--- config.mk ---
export PLATFORM = sky130hd
export DESIGN_NAME = ex_wb_flat
export DESIGN_NICKNAME = d
export VERILOG_FILES = /design/src/rtl/ex_wb_if.sv /design/src/rtl/ex_wb.sv /design/src/flat_wrapper.sv
export SDC_FILE = /design/constraint.sdc
export NUM_CORES = 1
export LEC_CHECK = 0
export CORE_MARGIN = 8
export CORE_UTILIZATION = 51
export CTS_BUF_LIST = sky130_fd_sc_hd__clkbuf_4
export DETAILED_ROUTE_END_ITERATION = 16
export PLACE_DENSITY = 0.83
export SLEW_MARGIN = 20
export SYNTH_ARGS = -nofsm -noshare
export SYNTH_HDL_FRONTEND = slang
export SYNTH_SLANG_ARGS = --single-unit
--- constraint.sdc ---
create_clock -name clk -period 2.6 [get_ports clk]
set_input_delay 0.39 -clock clk [delete_from_list [all_inputs] [get_ports clk]]
set_output_delay 0.39 -clock clk [all_outputs]
set_load 0.005 [all_outputs]
--- src/rtl/ex_wb_if.sv ---
// ----------------------------------------------------------------------------
// ex_wb_if : signal bundle between the EX stage / data memory and the
//            EX->WB pipeline stage.
//
// master modport (EX side / pipeline control):
//   drives  stall_i, flush_i, valid_i, alu_result_i, pc_plus_i, rd_addr_i,
//           control_wb_i, control_wr_mux_i, control_load_i, control_csr_we_i,
//           csr_data_i, dmem_dout_i
//   reads   wb_data_o, wb_addr_o, is_wb_o, csr_tohost_o, instret_o
// slave modport (the ex_wb stage): the mirror image.
// ----------------------------------------------------------------------------
interface ex_wb_if;
    logic        stall_i;
    logic        flush_i;
    logic        valid_i;
    logic [31:0] alu_result_i;
    logic [31:0] pc_plus_i;
    logic [4:0]  rd_addr_i;
    logic        control_wb_i;
    logic [1:0]  control_wr_mux_i;
    logic [2:0]  control_load_i;
    logic        control_csr_we_i;
    logic [31:0] csr_data_i;
    logic [31:0] dmem_dout_i;
    logic [31:0] wb_data_o;
    logic [4:0]  wb_addr_o;
    logic        is_wb_o;
    logic [31:0] csr_tohost_o;
    logic [31:0] instret_o;

    modport master (
        output stall_i, flush_i, valid_i, alu_result_i, pc_plus_i, rd_addr_i,
               control_wb_i, control_wr_mux_i, control_load_i,
               control_csr_we_i, csr_data_i, dmem_dout_i,
        input  wb_data_o, wb_addr_o, is_wb_o, csr_tohost_o, instret_o
    );

    modport slave (
        input  stall_i, flush_i, valid_i, alu_result_i, pc_plus_i, rd_addr_i,
               control_wb_i, control_wr_mux_i, control_load_i,
               control_csr_we_i, csr_data_i, dmem_dout_i,
        output wb_data_o, wb_addr_o, is_wb_o, csr_tohost_o, instret_o
    );
endinterface

--- src/rtl/ex_wb.sv ---
// ----------------------------------------------------------------------------
// ex_wb : EX->WB pipeline register with writeback mux, load data extraction,
//         load-hold logic for stalls, tohost CSR and retired-instruction count.
//
// Ports:
//   clk  - rising-edge clock
//   rst  - synchronous, active-high reset
//   bus  - ex_wb_if.slave: stall/flush, EX instruction fields, DMEM read
//          word in; writeback data/address/enable, tohost and instret out.
//
// Loads: the DMEM word arrives the cycle the load sits in this stage and is
// consumed combinationally. If the stage stalls, the DMEM output may move on,
// so the word is captured on the first stalled edge and used from then on.
// ----------------------------------------------------------------------------
module ex_wb (
    input  logic    clk,
    input  logic    rst,
    ex_wb_if.slave  bus
);

    localparam logic [1:0] WB_ALU  = 2'b00;
    localparam logic [1:0] WB_LOAD = 2'b01;
    localparam logic [1:0] WB_PC   = 2'b10;
    localparam logic [1:0] WB_CSR  = 2'b11;

    typedef enum logic {LIVE, HELD} hold_state_e;

    // stage contents
    logic        valid;
    logic [31:0] alu_result;
    logic [31:0] pc_plus;
    logic [4:0]  rd_addr;
    logic        ctl_wb;
    logic [1:0]  wr_mux;
    logic [2:0]  load_f3;
    logic        csr_we;
    logic [31:0] csr_data;

    hold_state_e state, state_next;
    logic [31:0] hold_word;
    logic [31:0] csr_tohost;
    logic [31:0] instret;

    logic        advance;
    logic        retire;
    logic        start_hold;
    logic [1:0]  byte_off;
    logic [31:0] load_word;
    logic [7:0]  load_byte;
    logic [15:0] load_half;
    logic [31:0] load_data;
    logic [31:0] wb_data;

    // flush beats stall: a flushed edge never advances and never retires
    assign advance    = !bus.stall_i && !bus.flush_i;
    assign retire     = valid && advance;
    assign start_hold = (state == LIVE) && bus.stall_i && !bus.flush_i &&
                        valid && (wr_mux == WB_LOAD);
    assign byte_off   = alu_result[1:0];

    // NOTE: every sequential block uses non-blocking (<=) so all registers
    // update from pre-edge values; combinational blocks use blocking (=).
    always_ff @(posedge clk) begin
        if (rst) begin
            valid      <= 1'b0;
            alu_result <= '0;
            pc_plus    <= '0;
            rd_addr    <= '0;
            ctl_wb     <= 1'b0;
            wr_mux     <= WB_ALU;
            load_f3    <= '0;
            csr_we     <= 1'b0;
            csr_data   <= '0;
        end else if (bus.flush_i) begin
            // only the valid bit matters for a bubble; payload is left as is
            valid <= 1'b0;
        end else if (!bus.stall_i) begin
            valid      <= bus.valid_i;
            alu_result <= bus.alu_result_i;
            pc_plus    <= bus.pc_plus_i;
            rd_addr    <= bus.rd_addr_i;
            ctl_wb     <= bus.control_wb_i;
            wr_mux     <= bus.control_wr_mux_i;
            load_f3    <= bus.control_load_i;
            csr_we     <= bus.control_csr_we_i;
            csr_data   <= bus.csr_data_i;
        end
    end

    // load-hold FSM: state register and hold word
    // NOTE: hold_word is reset too, so a reset mid-stall leaves no stale load
    // data behind; its contents are only ever read in HELD anyway.
    always_ff @(posedge clk) begin
        if (rst) begin
            state     <= LIVE;
            hold_word <= '0;
        end else begin
            state <= state_next;
            if (start_hold) begin
                hold_word <= bus.dmem_dout_i;
            end
        end
    end

    // NOTE: next-state defaults to the current state before the case, so no
    // path leaves state_next unassigned and no latch is inferred.
    always_comb begin
        state_next = state;
        case (state)
            LIVE:    if (start_hold) state_next = HELD;
            HELD:    if (!bus.stall_i || bus.flush_i) state_next = LIVE;
            default: state_next = LIVE;
        endcase
    end

    always_ff @(posedge clk) begin
        if (rst) begin
            csr_tohost <= '0;
            instret    <= '0;
        end else if (retire) begin
            instret <= instret + 32'd1;
            if (csr_we) begin
                csr_tohost <= csr_data;
            end
        end
    end

    // load data extraction
    always_comb begin
        load_word = (state == HELD) ? hold_word : bus.dmem_dout_i;
        case (byte_off)
            2'd0:    load_byte = load_word[7:0];
            2'd1:    load_byte = load_word[15:8];
            2'd2:    load_byte = load_word[23:16];
            default: load_byte = load_word[31:24];
        endcase
        load_half = byte_off[1] ? load_word[31:16] : load_word[15:0];
        case (load_f3)
            3'b000:  load_data = {{24{load_byte[7]}}, load_byte};
            3'b001:  load_data = {{16{load_half[15]}}, load_half};
            3'b100:  load_data = {24'd0, load_byte};
            3'b101:  load_data = {16'd0, load_half};
            default: load_data = load_word;
        endcase
    end

    always_comb begin
        case (wr_mux)
            WB_ALU:  wb_data = alu_result;
            WB_LOAD: wb_data = load_data;
            WB_PC:   wb_data = pc_plus;
            WB_CSR:  wb_data = csr_data;
            default: wb_data = alu_result;
        endcase
    end

    assign bus.wb_data_o    = wb_data;
    assign bus.wb_addr_o    = rd_addr;
    assign bus.is_wb_o      = valid && ctl_wb && (rd_addr != 5'd0);
    assign bus.csr_tohost_o = csr_tohost;
    assign bus.instret_o    = instret;

endmodule

--- src/flat_wrapper.sv ---
// flat-port wrapper written by rule: the top's interface ports become plain ports
module ex_wb_flat 
  (clk, rst, bus_stall_i, bus_flush_i, bus_valid_i, bus_alu_result_i, bus_pc_plus_i, bus_rd_addr_i, bus_control_wb_i, bus_control_wr_mux_i, bus_control_load_i, bus_control_csr_we_i, bus_csr_data_i, bus_dmem_dout_i, bus_wb_data_o, bus_wb_addr_o, bus_is_wb_o, bus_csr_tohost_o, bus_instret_o);
  ex_wb_if bus_i ();
  input  logic clk;
  input  logic rst;
  input wire logic [$bits(bus_i.stall_i)-1:0] bus_stall_i;
  input wire logic [$bits(bus_i.flush_i)-1:0] bus_flush_i;
  input wire logic [$bits(bus_i.valid_i)-1:0] bus_valid_i;
  input wire logic [$bits(bus_i.alu_result_i)-1:0] bus_alu_result_i;
  input wire logic [$bits(bus_i.pc_plus_i)-1:0] bus_pc_plus_i;
  input wire logic [$bits(bus_i.rd_addr_i)-1:0] bus_rd_addr_i;
  input wire logic [$bits(bus_i.control_wb_i)-1:0] bus_control_wb_i;
  input wire logic [$bits(bus_i.control_wr_mux_i)-1:0] bus_control_wr_mux_i;
  input wire logic [$bits(bus_i.control_load_i)-1:0] bus_control_load_i;
  input wire logic [$bits(bus_i.control_csr_we_i)-1:0] bus_control_csr_we_i;
  input wire logic [$bits(bus_i.csr_data_i)-1:0] bus_csr_data_i;
  input wire logic [$bits(bus_i.dmem_dout_i)-1:0] bus_dmem_dout_i;
  output wire logic [$bits(bus_i.wb_data_o)-1:0] bus_wb_data_o;
  output wire logic [$bits(bus_i.wb_addr_o)-1:0] bus_wb_addr_o;
  output wire logic [$bits(bus_i.is_wb_o)-1:0] bus_is_wb_o;
  output wire logic [$bits(bus_i.csr_tohost_o)-1:0] bus_csr_tohost_o;
  output wire logic [$bits(bus_i.instret_o)-1:0] bus_instret_o;
  assign bus_i.stall_i = bus_stall_i;
  assign bus_i.flush_i = bus_flush_i;
  assign bus_i.valid_i = bus_valid_i;
  assign bus_i.alu_result_i = bus_alu_result_i;
  assign bus_i.pc_plus_i = bus_pc_plus_i;
  assign bus_i.rd_addr_i = bus_rd_addr_i;
  assign bus_i.control_wb_i = bus_control_wb_i;
  assign bus_i.control_wr_mux_i = bus_control_wr_mux_i;
  assign bus_i.control_load_i = bus_control_load_i;
  assign bus_i.control_csr_we_i = bus_control_csr_we_i;
  assign bus_i.csr_data_i = bus_csr_data_i;
  assign bus_i.dmem_dout_i = bus_dmem_dout_i;
  assign bus_wb_data_o = bus_i.wb_data_o;
  assign bus_wb_addr_o = bus_i.wb_addr_o;
  assign bus_is_wb_o = bus_i.is_wb_o;
  assign bus_csr_tohost_o = bus_i.csr_tohost_o;
  assign bus_instret_o = bus_i.instret_o;
  ex_wb u_core (.clk(clk), .rst(rst), .bus(bus_i));
endmodule
======== After elaboration in Yosys (flattened, before gate mapping) ========
Cells that the tools add are included.
word-level totals
  register bits after elaboration ......... 206
cells by class
  $add $sub $neg .......................... 1
  eq/ne operators ......................... 8
  muxes and demuxes ....................... 8
  bitwise operators ....................... 3
  reductions and logical operators ........ 18
operators with widths
  kind                   number
  $pmux 32 s4            2
  $add 32x1->32 const B  1
  $mux 32                1
  $pmux 8 s3             1
  $mux 16                1
  $logic_and 1x1->1      8
  $eq 2x2->1 const B     3
  $eq 3x3->1 const B     2
  $reduce_bool 5->1      1
  $eq 2x1->1 const B     2
  $logic_not 2->1        2
  $reduce_and 2->1       2
  $eq 3x1->1 const B     1
  $logic_not 3->1        1
  $not 1->1              3
  $logic_not 1->1        2
  $mux 1                 2
  $pmux 1 s2             1
  $reduce_or 2->1        1
  $logic_or 1x1->1       1

======== Depth between registers and ports, before layout ========
Gate-level depths: netlist (run 1).
  depth in word-level cells ............... 7
  gate-level depth with buffers ........... 8

======== Least setup slack after synthesis (run 1) ========
OpenSTA, ideal clock, no wires.
  kind .................................... register -> output
  from .................................... register u_core.state
  to ...................................... output port bus_wb_data_o[16]
  arrival time ............................ 1.897 ns
  data required time ...................... 2.210 ns
  setup slack ............................. 0.313 ns
  cell stages (with the launch flop) ...... 8
  path buffers ............................ 2
  cells stage by stage .................... dfxtp_1 -> buf_4 -> mux2i_1 -> mux4_2 -> o31ai_2 -> buf_2 -> nand2_1 -> a21oi_1
on the way
  word-level cells in the longest chain between the ends .. 4
  elaborated cells on any way between the ends .. 5
ends and longest elaborated chain
  element                                line                        source
  start, declared                        ex_wb.sv:39                 hold_state_e state, state_next;
  start signal, assigned                 ex_wb.sv:98                 state <= state_next;
  $mux 32 *                              ex_wb.sv:130                load_word = (state == HELD) ? hold_word : bus.dmem_dout_i;
  $pmux 8 s3 or $mux 16 (tied branches)  ex_wb.sv:131, ex_wb.sv:137
  $pmux 32 s4 *                          ex_wb.sv:138                case (load_f3)
  $pmux 32 s4 *                          ex_wb.sv:148                case (wr_mux)
  end, declared                          flat_wrapper.sv:19          output wire logic [$bits(bus_i.wb_data_o)-1:0] bus_wb_data_o;
Every way passes the cells marked *; elsewhere a longest branch is shown, timed or not.

======== Worst setup path after layout (run 1) ========
  from .................................... register u_core.state
  to ...................................... output port bus_wb_data_o[19]
The elaborated chain is that of the path after synthesis.

==> results of run 1 <==
[flip-flops by register name, indices dropped and copies added (netlist names), 2 cells and up]
register and count:
u_core.alu_result 32, u_core.bus.csr_tohost_o 32, u_core.bus.instret_o 32, u_core.bus.wb_addr_o 5, u_core.csr_data 32, u_core.hold_word 32, u_core.load_f3 3, u_core.pc_plus 32
u_core.wr_mux 2
[worst max path at each step]
| stage | from | to | slack (ns) | cells past startpoint |
|---|---|---|---|---|
| after floorplan | u_core.state | bus_wb_data_o[16] | 0.31 | 7 |
| final | u_core.state | bus_wb_data_o[19] | -0.62 | 9 |
| after global routing | u_core.state | bus_wb_data_o[19] | -0.71 | 9 |
| after global placement | bus_dmem_dout_i[7] | bus_wb_data_o[11] | -0.65 | 8 |
| after detailed placement | bus_dmem_dout_i[7] | bus_wb_data_o[11] | -0.69 | 8 |
| after CTS | u_core.state | bus_wb_data_o[28] | -0.62 | 9 |
[stage by stage]
stage	util, %	total power [mW]	setup WS [ns]	cells
2_1_floorplan	-	3.78	0.313	1303
3_3_place_gp	68.0	4.35	-0.649	1758
3_5_place_dp	68.0	4.36	-0.692	1758
4_1_cts	73.4	7.08	-0.621	1868
5_1_grt	74.0	7.38	-0.713	1882
6_report	74.0	7.08	-0.618	1882
[layout by cell type (no fill, tap or decap), types with 4 or more instances in the layout]
master,netlist,final
nand2_1,418,406
a21oi_1,233,219
clkdlybuf4s50_1,0,213
dfxtp_1,206,201
buf_4,1,83
clkbuf_4,0,69
nor2_1,71,68
buf_2,6,27
o21ai_0,32,25
clkinv_1,0,24
mux2i_1,36,20
xnor2_1,17,17
o22ai_1,16,16
mux2_2,21,16
a21oi_2,0,14
buf_6,3,14
nand3_1,13,13
a221oi_1,15,13
xor2_1,12,12
nand2_2,0,12
mux2i_4,0,9
nor2b_1,10,9
buf_12,0,9
nor3_1,8,8
nand2b_1,9,8
nor3b_1,8,8
nand4_1,7,7
inv_1,7,7
mux2i_2,0,7
o22a_1,7,7
a22oi_2,0,7
nor3_2,6,6
a31oi_1,6,5
mux2_4,0,5
nor4_1,4,4
and3_1,4,4
mux4_2,4,4
o21ai_2,0,4
[worst max-delay path: cells and delay by family (launching register included)]
kind	cells	cell delay [ns]
multiplexers	2	0.67
buffers and inverters	4	0.58
AO/OA/AOI/OAI	2	0.45
flip-flops	1	0.39
AND/OR/NAND/NOR	1	0.06
[cell families after synthesis]
family,count (synthesis),synth area share (%)
fa+ha+maj,1,0.129
flops,206,42.5
buf+inv,111,4.85
mux,61,7.08
compound gates,320,18.0
simple gates,575,24.8
xor+xnor,29,2.62
[report_power, final]
group,leakage [nW],internal [mW],total (mW),switching [mW]
Clock,0.381,1.35,2.71,1.36
Sequential,1.67,3.23,3.30,0.0634
Combinational,3.01,0.540,1.08,0.535
Total,5.06,5.12,7.08,1.96
[cell type report]
| cell class | instances | area, µm² | area share (%) |
|---|---|---|---|
| Antenna cell | 2 | 5.00 | 0.0362 |
| Timing Repair Buffer | 350 | 3250 | 23.5 |
| Sequential cell | 206 | 4140 | 29.9 |
| Inverter | 7 | 26.3 | 0.190 |
| Multi-Input combinational cell | 986 | 5480 | 39.6 |
| Clock buffer | 69 | 518 | 3.74 |
| Clock inverter | 28 | 135 | 0.976 |
| Tap cell | 234 | 293 | 2.12 |
[repair_timing]
action,CTS,global route
gates cloned,1,0
resized for setup,213,20
buffers inserted,13,12
pin swaps,21,10
setup endpoints to repair,32,32
[per-layer routing]
| layer | track usage, % | up-vias |
|---|---|---|
| met1 | 36.6 | 4900 |
| met4 | 10.9 | 0 |
| met3 | 5.61 | 80 |
| li1 | - | 5038 |
| met2 | 43.7 | 479 |
| met5 | 0 | - |
==> metrics.md, run 1 <==
| Metric | Value |
|---|---|
| Ordered cell list for the critical path | `mux2i_2, mux4_2, buf_6, o31ai_4, buf_6, buf_6, nand2_2, a21oi_2, buf_2` |
| Met1 layer wirelength in the final routing | `14600 µm` |
| Most numerous cell in the Yosys netlist | `nand2_1` |
| WL per Instance | `18.2 µm` |
| Warnings from Yosys | `0` |
| Per-cell via count in the routed design | `5.58` |
| Root Buffer Master | `clkbuf_4` |
| Largest stage delay on the critical path | `0.50 ns` |
| Synth Area per Inst | `7.45 µm²` |
| Ranking of synthesized cells by instance count | `nand2_1, a21oi_1, dfxtp_1, clkbuf_1, nor2_1` |
| Area growth from synthesis to layout | `42.6%` |
| Time the final worst path needs with I/O delays and setup | `3.22 ns` |
| Overall die height | `154 µm` |
| Pin count of the biggest net entering global routing | `89` |
| Flop-to-flop setup slack | `0.52 ns` |
| Wire length of the first global-routing pass | `53800 µm` |
| Worst path arrival time | `2.83 ns` |
| Clock Tree Buf Depth | `3` |
| Power Dens Cells | `511 nW/µm²` |
| End of the worst register-to-register path | `u_core.bus.instret_o[30]` |
| Normalized max-slew margin | `57.3%` |
| Max Slew Vio Count | `0` |
| Deepest level of the CTS H-tree | `2` |
| Overflow left after global routing | `0` |
| Core Footprint | `18700 µm²` |
| Final routed wirelength across all metal layers | `34300 µm` |
| Cell seen most often among critical-path stages | `buf_6` |
| Proportion of synthesized chip area in sequential cells | `42.5%` |
| Sort of element at the end of the critical path | `output port` |
| Slowest CP cell | `mux4_2` |
| Violated checks | `setup timing` |
| Reg-to-Reg Start | `u_core.valid` |
| First-iteration detailed-routing DRC count | `980` |
| Req. time, crit path | `2.21 ns` |
| Min-Delay Startpoint | `rst` |
| Gate Count Post-Synth | `1303` |
| R2R cell count | `6` |
| Number of global-route vias before repair | `9936` |
| Primary FF master, synth | `dfxtp_1` |
| Fraction of final layout cells sized beyond drive strength 1 | `19.3%` |
| Last weighted congestion value of the routability-driven placer | `0.946` |
| Status | `finished, violations left` |
| GRT Resource Usage Total | `27.7%` |
| Total setup violations reported at the end of the flow | `32` |
| Highest ir drop seen on vdd | `0.324 mV` |
| Standby leakage power | `5.06 nW` |
| Clock insertion delay at the later pin of the skew report | `0.66 ns` |
| Net count, final | `1750` |
| Critical Path Start Type | `flip-flop` |
| Port Buf Inserts | `246` |
| Tightest Hold Check Type | `input port to flip-flop` |
| Hold Crit Endpoint | `u_core.pc_plus[25]` |
| Initial core utilization | `51.9%` |
| Yosys top cell area share | `42.5%` |
| Final HPWL from detailed placement | `23600 µm` |
| CP Class | `flip-flop to output port` |
| Post-route clock skew | `0.0255 ns` |
| Finished Cell Area | `13800 µm²` |
| CTS hold repair buffers | `0` |
| Remaining routing DRC violations | `0` |
| Hold violation total from the final report | `0` |
| Residual antenna-violating net count after detailed routing | `0` |
| Number of placed I/O pins | `247` |
| Count of flip-flops with a built-in enable after synthesis | `0` |
| Maximum Capacitance Violations | `0` |
| Row cnt | `50` |
| RSZ-0062 raised after global routing | `true` |
| Number of antenna violations at the first check in global routing | `2` |
| Number of fillers in the final layout | `1454` |
| TritonCTS clock tree | `yes` |
| Post-Synthesis Net Count | `1449` |
| Fraction of the cycle the final worst path needs | `124%` |
| Setup TNS | `-15.08 ns` |
| Number of flip-flops and latches in the synthesized netlist | `206` |
| Ranking of synthesized cells by area | `dfxtp_1, nand2_1, a21oi_1` |
| Worst path setup slack after routing | `-0.618 ns` |
| Max FO, Critical Path | `7` |
| Uppermost routed layer | `met4` |
| Cell Area, Synth | `9710 µm²` |
| Synth area leader | `dfxtp_1` |
| Hold path cells | `2` |
| WL met2 | `15900 µm` |
| Worst-path clk slew | `0.08 ns` |
| Worst slew pin tran | `0.640 ns` |
| Floorplan die area | `23700 µm²` |
| Met3 layer wire length in the routed design | `2850 µm` |
| Timing-limited maximum frequency | `311 MHz` |
| CTS sink count | `206` |
| Horizontal die dimension | `154 µm` |
| Min Hold Slack | `0.160 ns` |
| TritonCTS buffer count | `53` |
| Number of iterations in the first detailed-routing pass | `6` |
| Proportion of register bits with asynchronous set or reset after synthesis | `0%` |
| Number of different library cells in the post-synthesis netlist | `47` |
| Instance area at placement | `12700 µm²` |
| Via count of the routed design | `10500` |
No activity file was read; power rests on OpenSTA's default activity.
==> run 2: changes to the inputs <==
--- a/config.mk
+++ b/config.mk
@@ -9,7 +9,9 @@
 export CORE_UTILIZATION = 51
 export CTS_BUF_LIST = sky130_fd_sc_hd__clkbuf_4
 export DETAILED_ROUTE_END_ITERATION = 16
+export GPL_TIMING_DRIVEN = 0
 export PLACE_DENSITY = 0.83
+export SETUP_SLACK_MARGIN = 0.2
 export SLEW_MARGIN = 20
 export SYNTH_ARGS = -nofsm -noshare
 export SYNTH_HDL_FRONTEND = slang
==> run 2 against run 1 <==
The run still ends with setup timing left; sequential power hardly changed; cell count is 1.3% higher; cell area is 0.23% lower; critical endpoint is now bus_wb_data_o[30]; sequential cell count stayed put; register-to-register slack worse by 0.12 ns; highest routed layer is now met5; largest cell class unchanged.
==> metrics.md, run 2 (same netlist as run 1, synthesis figures left out) <==
| Metric | Value |
|---|---|
| Sort of element at the end of the critical path | `output port` |
| Port Buf Inserts | `245` |
| Pre-CTS setup slack | `-0.925 ns` |
| TritonCTS buffer count | `52` |
| Timing-limited maximum frequency | `302 MHz` |
| Req. time, crit path | `2.21 ns` |
| Via count of the routed design | `10600` |
| Initial core utilization | `51.9%` |
| RSZ-0062 raised after global routing | `true` |
| First-iteration detailed-routing DRC count | `681` |
| Largest stage delay on the critical path | `0.52 ns` |
| Hold path cells | `3` |
| Time the final worst path needs with I/O delays and setup | `3.31 ns` |
| Total setup violations reported at the end of the flow | `32` |
| Standby leakage power | `4.98 nW` |
| Highest ir drop seen on vdd | `0.328 mV` |
| Horizontal die dimension | `154 µm` |
| Overall die height | `154 µm` |
| Min Hold Slack | `0.162 ns` |
| Fraction of final layout cells sized beyond drive strength 1 | `16.0%` |
| Core Footprint | `18700 µm²` |
| Cell class contributing the biggest share of worst-path delay | `multiplexers` |
| Clock insertion delay at the later pin of the skew report | `0.68 ns` |
| Number of antenna violations at the first check in global routing | `2` |
| Cell seen most often among critical-path stages | `buf_6` |
| CTS sink count | `206` |
| Finished Cell Area | `13800 µm²` |
| Root Buffer Master | `clkbuf_4` |
| Worst slew pin tran | `0.817 ns` |
| Floorplan die area | `23700 µm²` |
| Commonest cells after routing, fill and taps aside | `nand2_1, a21oi_1, clkdlybuf4s50_1` |
| Final HPWL from detailed placement | `26200 µm` |
| Ordered cell list for the critical path | `buf_12, mux2i_4, mux4_2, o31ai_4, buf_6, buf_6, buf_6, nand2_4, a21oi_4, buf_2` |
| Post-route clock skew | `0.0387 ns` |
| Worst-path clk slew | `0.08 ns` |
| Instance area at placement | `12500 µm²` |
| Worst path arrival time | `2.92 ns` |
| Worst path setup slack after routing | `-0.710 ns` |
| Clock Tree Buf Depth | `3` |
| Fraction of the cycle the final worst path needs | `127%` |
| Net count, final | `1777` |
| Number of iterations in the first detailed-routing pass | `6` |
| GRT Resource Usage Total | `28.4%` |
| Row cnt | `50` |
| Wire length of the first global-routing pass | `54200 µm` |
| Per-cell via count in the routed design | `5.58` |
| Area growth from synthesis to layout | `42.3%` |
| Hold violation total from the final report | `0` |
| Violated checks | `setup timing` |
| Hold Crit Endpoint | `u_core.bus.instret_o[19]` |
| Tightest Hold Check Type | `input port to flip-flop` |
| Status | `finished, violations left` |
| Pin count of the biggest net entering global routing | `14` |
| Last weighted congestion value of the routability-driven placer | `0.941` |
| WL per Instance | `18.7 µm` |
| Final routed wirelength across all metal layers | `35600 µm` |
| TritonCTS clock tree | `yes` |
| Buffers & Inverters on Critical Path | `5` |
| Number of global-route vias before repair | `10200` |
| Reg-to-Reg Start | `u_core.wr_mux[0]` |
| Number of placed I/O pins | `247` |
| Overflow left after global routing | `0` |
| Total placed cells including tap cells | `1782` |
| Critical Path Start Type | `flip-flop` |
| Normalized max-slew margin | `45.6%` |
| CTS hold repair buffers | `0` |
| Min-Delay Startpoint | `rst` |
| R2R cell count | `6` |
| Maximum Capacitance Violations | `0` |
| Slowest CP cell | `mux4_2` |
| End of the worst register-to-register path | `u_core.hold_word[4]` |
| Power Dens Cells | `519 nW/µm²` |
| CP Class | `flip-flop to output port` |
| Max FO, Critical Path | `6` |
| Max Slew Vio Count | `0` |
| Leading cell type in the layout, fill and taps excluded | `nand2_1` |
| Remaining routing DRC violations | `0` |
| Deepest level of the CTS H-tree | `2` |
| Flop-to-flop setup slack | `0.40 ns` |
| Setup TNS | `-18.70 ns` |
| Number of non-filler instances in the completed layout | `1906` |
| Residual antenna-violating net count after detailed routing | `0` |
run 2: metrics by stage:
stage	power [mW]	utilization (%)
floorplan	3.78	-
global placement	4.30	66.6
detailed placement	4.31	66.6
CTS	7.09	72.2
global route	7.44	73.8
finish	7.17	73.8
run 2: worst reg2reg max path: cells and delay by family (launching register included):
family / cells / cell delay [ns]
AOI/OAI and AO/OA: 1 / 0.14
buffers and inverters: 2 / 0.76
DFF: 1 / 0.39
and+or+nand+nor: 3 / 0.82
run 2: report_power, final:
part | switching (mW) | internal [mW]
sequential | 0.0646 | 3.23
combinational | 0.569 | 0.531
clock | 1.36 | 1.41
total | 1.99 | 5.18
run 2: final cells by class:
cell class	instances	area, µm²
Clock buffer	74	556
Multi-Input combinational cell	986	5540
Antenna cell	1	2.50
Tap cell	234	293
Fill cell	1514	4900
Clock inverter	20	108
Buffer	104	551
Timing Repair Buffer	274	2610
Inverter	7	26.3
Sequential cell	206	4130
run 2: what timing repair did:
action,4_1_cts,5_1_grt
pin swaps,30,23
gates cloned,1,1
endpoints found under the setup margin,33,34
hold endpoints to repair,0,0
buffers inserted,21,6
gates resized for setup,188,67
run 2: how the worst max path moves through the flow:
stage | start | endpoint | slack, ns | cells past startpoint
global placement | bus_dmem_dout_i[15] | bus_wb_data_o[15] | -0.93 | 8
CTS | u_core.state | bus_wb_data_o[7] | -0.72 | 6
floorplan | u_core.state | bus_wb_data_o[16] | 0.31 | 7
global route | u_core.state | bus_wb_data_o[17] | -0.73 | 10
detailed placement | bus_dmem_dout_i[15] | bus_wb_data_o[15] | -0.92 | 8
finish | u_core.state | bus_wb_data_o[30] | -0.71 | 10
run 2: metal layers:
layer / global-route usage (%) / vias to the layer above / share of wire (%) / wire length [µm]
li1: - / 5097 / - / -
met1: 35.1 / 4911 / 41 / 14500
met2: 46.3 / 542 / 47 / 16600
met3: 7.06 / 90 / 9.3 / 3300
met4: 12.0 / 2 / 3.3 / 1190
met5: 0 / - / 0.034 / 12
==> run 3: changes to the inputs <==
--- a/config.mk
+++ b/config.mk
@@ -6,13 +6,12 @@
 export NUM_CORES = 1
 export LEC_CHECK = 0
 export CORE_MARGIN = 8
-export CORE_UTILIZATION = 51
+export CORE_UTILIZATION = 55
 export CTS_BUF_LIST = sky130_fd_sc_hd__clkbuf_4
 export DETAILED_ROUTE_END_ITERATION = 16
 export GPL_TIMING_DRIVEN = 0
-export PLACE_DENSITY = 0.83
+export PLACE_DENSITY = 0.9
 export SETUP_SLACK_MARGIN = 0.2
-export SLEW_MARGIN = 20
 export SYNTH_ARGS = -nofsm -noshare
 export SYNTH_HDL_FRONTEND = slang
 export SYNTH_SLANG_ARGS = --single-unit
==> constraint.sdc (replaced) <==
create_clock -name clk -period 4 [get_ports clk]
set_input_delay 0.6 -clock clk [delete_from_list [all_inputs] [get_ports clk]]
set_output_delay 0.6 -clock clk [all_outputs]
set_load 0.005 [all_outputs]
==> run 3 against run 2 <==
The flow now finishes without violations; sequential power is 35% lower; cell area is 3.7% lower; global-route usage is 1.6 points higher; sequential share of layout area is 1.1 points higher; critical path type unchanged; critical endpoint is now bus_wb_data_o[25]; largest cell class unchanged; largest power group unchanged.
==> metrics.md, run 3 (same netlist as run 1, synthesis figures left out) <==
| Metric | Value |
|---|---|
| Floorplan die area | `22200 µm²` |
| Final routed wirelength across all metal layers | `34800 µm` |
| WL per Instance | `18.7 µm` |
| Residual antenna-violating net count after detailed routing | `0` |
| Leading cell type in the layout, fill and taps excluded | `nand2_1` |
| Status | `completed` |
| Fraction of the cycle the final worst path needs | `93.4%` |
| Ordered cell list for the critical path | `buf_4, mux2i_2, mux4_2, o31ai_4, buf_6, buf_4, nand2_1, a21oi_2, clkdlybuf4s50_1` |
| Fraction of final layout cells sized beyond drive strength 1 | `10.5%` |
| Via count of the routed design | `10500` |
| Finished Cell Area | `13300 µm²` |
| Pin count of the biggest net entering global routing | `14` |
| Number of iterations in the first detailed-routing pass | `6` |
| Number of non-filler instances in the completed layout | `1866` |
| Core Footprint | `17300 µm²` |
| Req. time, crit path | `3.40 ns` |
| Clock insertion delay at the later pin of the skew report | `0.66 ns` |
| Critical Path Start Type | `flip-flop` |
| Utilization after layout | `76.9%` |
| Max Slew Vio Count | `0` |
| Final HPWL from detailed placement | `26300 µm` |
| Setup TNS | `0 ns` |
| Area growth from synthesis to layout | `37.0%` |
| Initial core utilization | `56.1%` |
| Post-route clock skew | `0.0222 ns` |
| Number of antenna violations at the first check in global routing | `2` |
| Number of placed I/O pins | `247` |
| Total setup violations reported at the end of the flow | `0` |
| Per-cell via count in the routed design | `5.65` |
| Total placed cells including tap cells | `1773` |
| CTS sink count | `206` |
| Cell class contributing the biggest share of worst-path delay | `buffers and inverters` |
| Standby leakage power | `4.77 nW` |
| Pre-CTS setup slack | `-0.0405 ns` |
| TritonCTS clock tree | `yes` |
| Number of global-route vias before repair | `10300` |
| Overall die height | `149 µm` |
| TritonCTS buffer count | `52` |
| Cell seen most often among critical-path stages | `buf_4` |
| Net count, final | `1756` |
| Normalized max-slew margin | `27.0%` |
| Tightest Hold Check Type | `input port to flip-flop` |
| Worst path arrival time | `3.14 ns` |
| Deepest level of the CTS H-tree | `2` |
| Clock Tree Buf Depth | `3` |
| Timing-limited maximum frequency | `268 MHz` |
| Largest stage delay on the critical path | `0.54 ns` |
| Overflow left after global routing | `0` |
| Buffers & Inverters on Critical Path | `4` |
| Worst slew pin tran | `1.09 ns` |
| Power Dens Cells | `336 nW/µm²` |
| Port Buf Inserts | `245` |
| Maximum Capacitance Violations | `0` |
| Last weighted congestion value of the routability-driven placer | `0.952` |
| Min Hold Slack | `0.376 ns` |
| Remaining routing DRC violations | `0` |
| Horizontal die dimension | `149 µm` |
| Worst-path clk slew | `0.07 ns` |
| Instance area at placement | `12400 µm²` |
| Slowest CP cell | `mux4_2` |
| GRT Resource Usage Total | `30.0%` |
| Wire length of the first global-routing pass | `53300 µm` |
| Max FO, Critical Path | `6` |
| Hold violation total from the final report | `0` |
| Number of fillers in the final layout | `1313` |
| Sort of element at the end of the critical path | `output port` |
| RSZ-0062 raised after global routing | `false` |
| CP Class | `flip-flop to output port` |
| Root Buffer Master | `clkbuf_4` |
| Commonest cells after routing, fill and taps aside | `nand2_1, a21oi_1, clkdlybuf4s50_1` |
| Row cnt | `48` |
| Pwr Total | `4.46 mW` |
| Time the final worst path needs with I/O delays and setup | `3.74 ns` |
| Worst path setup slack after routing | `0.263 ns` |
| Highest ir drop seen on vdd | `0.249 mV` |
| First-iteration detailed-routing DRC count | `894` |
==> run 3: changes by cell type in the layout (fill, tap and decap cells not counted), moves of 8 or more <==
| cell | delta |
|---|---|
| dlygate4sd2_1 | +12 |
| clkinv_1 | -11 |
| buf_2 | -28 |
| a21oi_1 | +12 |
| nand2_1 | +12 |
| mux2i_4 | -8 |
| buf_4 | -10 |
| clkdlybuf4s50_1 | +8 |
| a21oi_2 | -9 |
==> run 3: final timing paths <==
kind,endpoint,from,cells after the start,slack [ns]
setup / recovery,bus_wb_data_o[25],u_core.state,9,0.26
hold / removal,u_core.bus.csr_tohost_o[29],rst,3,0.38
setup reg to reg,u_core.bus.instret_o[10],u_core.valid,6,1.59
hold reg to reg,u_core.alu_result[5],u_core.alu_result[5],2,0.45
==> run 3: report_power, final <==
part | switching [mW] | internal (mW) | total (mW)
registers | 0.0428 | 2.10 | 2.14
clock network | 0.850 | 0.821 | 1.67
logic | 0.332 | 0.315 | 0.647
total | 1.22 | 3.24 | 4.46
==> run 3: repair_timing <==
action	4_1_cts	5_1_grt
pin swaps	1	2
gates resized for setup	53	31
gates cloned	0	0
hold buffers	0	0
buffers inserted	3	5
endpoints found under the setup margin	32	19
==> run 3: cell type report <==
cell class / instances / area [µm²] / area share, %
multi-input combinational: 986 / 5270 / 39.6
sequential: 206 / 4120 / 31.0
timing repair buffer: 253 / 2520 / 18.9
clock buffer: 72 / 541 / 4.06
buffer: 104 / 484 / 3.64
tap: 225 / 282 / 2.12
clock inverter: 10 / 46.3 / 0.348
inverter: 7 / 26.3 / 0.198
antenna: 3 / 7.51 / 0.0564
==> run 3: tightest hold or removal path, delay by kind of cell <==
kind	cells	cell delay, ns
buffers and inverters	2	0.35
AO/OA/AOI/OAI	1	0.04
==> run 3: metal layers <==
metal  GRT usage (%)  vias to the layer above  wire (µm)
met5               0                        -          0
met4            14.1                        0       1400
met3            6.95                      102       3040
met2            49.9                      505      16300
met1            36.1                     4893      14100
li1                -                     5036          -
==> variant (config.mk and constraints of run 1) <==
Reset style: asynchronous (`rst`), changed in 3 clocked blocks. Comments in the files are not updated.
--- a/src/rtl/ex_wb.sv
+++ b/src/rtl/ex_wb.sv
@@ -60,7 +60,7 @@
 
     // NOTE: every sequential block uses non-blocking (<=) so all registers
     // update from pre-edge values; combinational blocks use blocking (=).
-    always_ff @(posedge clk) begin
+    always_ff @(posedge clk or posedge rst) begin
         if (rst) begin
             valid      <= 1'b0;
             alu_result <= '0;
@@ -90,7 +90,7 @@
     // load-hold FSM: state register and hold word
     // NOTE: hold_word is reset too, so a reset mid-stall leaves no stale load
     // data behind; its contents are only ever read in HELD anyway.
-    always_ff @(posedge clk) begin
+    always_ff @(posedge clk or posedge rst) begin
         if (rst) begin
             state     <= LIVE;
             hold_word <= '0;
@@ -113,7 +113,7 @@
         endcase
     end
 
-    always_ff @(posedge clk) begin
+    always_ff @(posedge clk or posedge rst) begin
         if (rst) begin
             csr_tohost <= '0;
             instret    <= '0;
Function: differs if rst is asserted again (counterexample within 4 cycles, from zero or initial values and one cycle with rst high); with rst held inactive, the same outputs for 4 cycles.
==> variant against run 1 <==
The flow still finishes with violations (negative setup slack); cell area up 4.0%; area after synthesis up 0.41%; first-iteration DRC count down 34%; wire length down 2.8%; sequential cell count unchanged; setup slack worse by 0.020 ns; largest cell class is now sequential cells; highest routed layer unchanged.
Power is not compared: it rests on default switching activity, and its combinational part moved more than twofold at a synthesized area within 25%.
==> variant: results (changes against run 1) <==
Yosys
  – Post-Synthesis Cells: 816 (-37%)
  – Post-synthesis cell type count: 52 (+11%)
  – Most instantiated cells after synthesis: 206 x dfrtp_1, 160 x mux2_2, 64 x a21oi_1
  – Top post-synthesis cells by area: dfrtp_1 53%, mux2_2 18%, mux2i_1 4.1%

Detailed routing
  – Drt initial violations: 642 (-34%)
  – Met3 WL post-DR: 2990 um (+5.1%)
  – Via density: 5.69 (+2.0%)
  – DR pass1 iterations: 5 (-1)

Layout
  – Buffering overhead: 23.9% (+0.45 points)
  – Seq_cells: 206 (unchanged)
  – ClkCell Share: 4.62% (-0.097 points)
  – Multi-input combinational area share: 32.8% (-6.8 points)
  – #MultiIn Comb: 531 (-46%)
  – Share of layout cells above drive strength 1: 39.2% (+20 points)
  – Fill count: 1152 (-21%)
  – Non-clock buffer count in the final layout: 367 (+4.9%)

Critical path
  – R2R cell count: 8 (+2)
  – Worst reg2reg path endpoint: u_core.hold_word[7]

Clock tree
  – Inserted Clock Buffers: 55 (+3.8%)
  – Post-CTS Setup Bufs: 36 (+23)

Outcome
  – Outcome: finished with violations
  – Failing checks: negative setup slack

STA
  – Worst setup margin: -0.638 ns (-0.0197 ns)
  – Clock skew: 0.0486 ns (+0.0231 ns)
  – Final setup violation count: 32 (unchanged)

Placement
  – Placed cell count: 1321 (-25%)

Global routing
  – Met1 usage: 32.1% (-4.5 points)
  – Met3 usage: 7.61% (+2.0 points)
  – First-pass GRT wire length: 49400 um (-8.2%)

Hold path
  – Hold Crit Class: in2async
==> variant: changes by cell type in the layout (fill, tap and decap cells not counted), moves of 13 or more <==
cell      delta
nand2_1    -363
dfrtp_1    +204
dfxtp_1    -201
a21oi_1    -165
mux2_2     +144
nor2_1      -28
inv_1       +21
o22ai_1     -15
a221oi_1    -13
==> variant: cell families after synthesis <==
| kind of cell | Yosys count | share of synthesized area, % |
|---|---|---|
| and+or+nand+nor | 144 | 7.88 |
| AOI/OAI and AO/OA | 150 | 9.35 |
| buffers and inverters | 79 | 3.22 |
| muxes | 205 | 23.7 |
| adders and majority gates | 1 | 0.128 |
| DFF | 206 | 52.9 |
| xor gates and xnor gates | 31 | 2.79 |
==> variant: stage by stage <==
stage,hold WS (ns),utilization (%),power [W]
after floorplan,0.456,-,0.00526
after global placement,0.473,69.2,0.00670
after detailed placement,0.475,69.2,0.00680
after CTS,0.0206,75.6,0.00965
after global routing,0.0213,77.0,0.0103
final,0.0452,77.0,0.00983
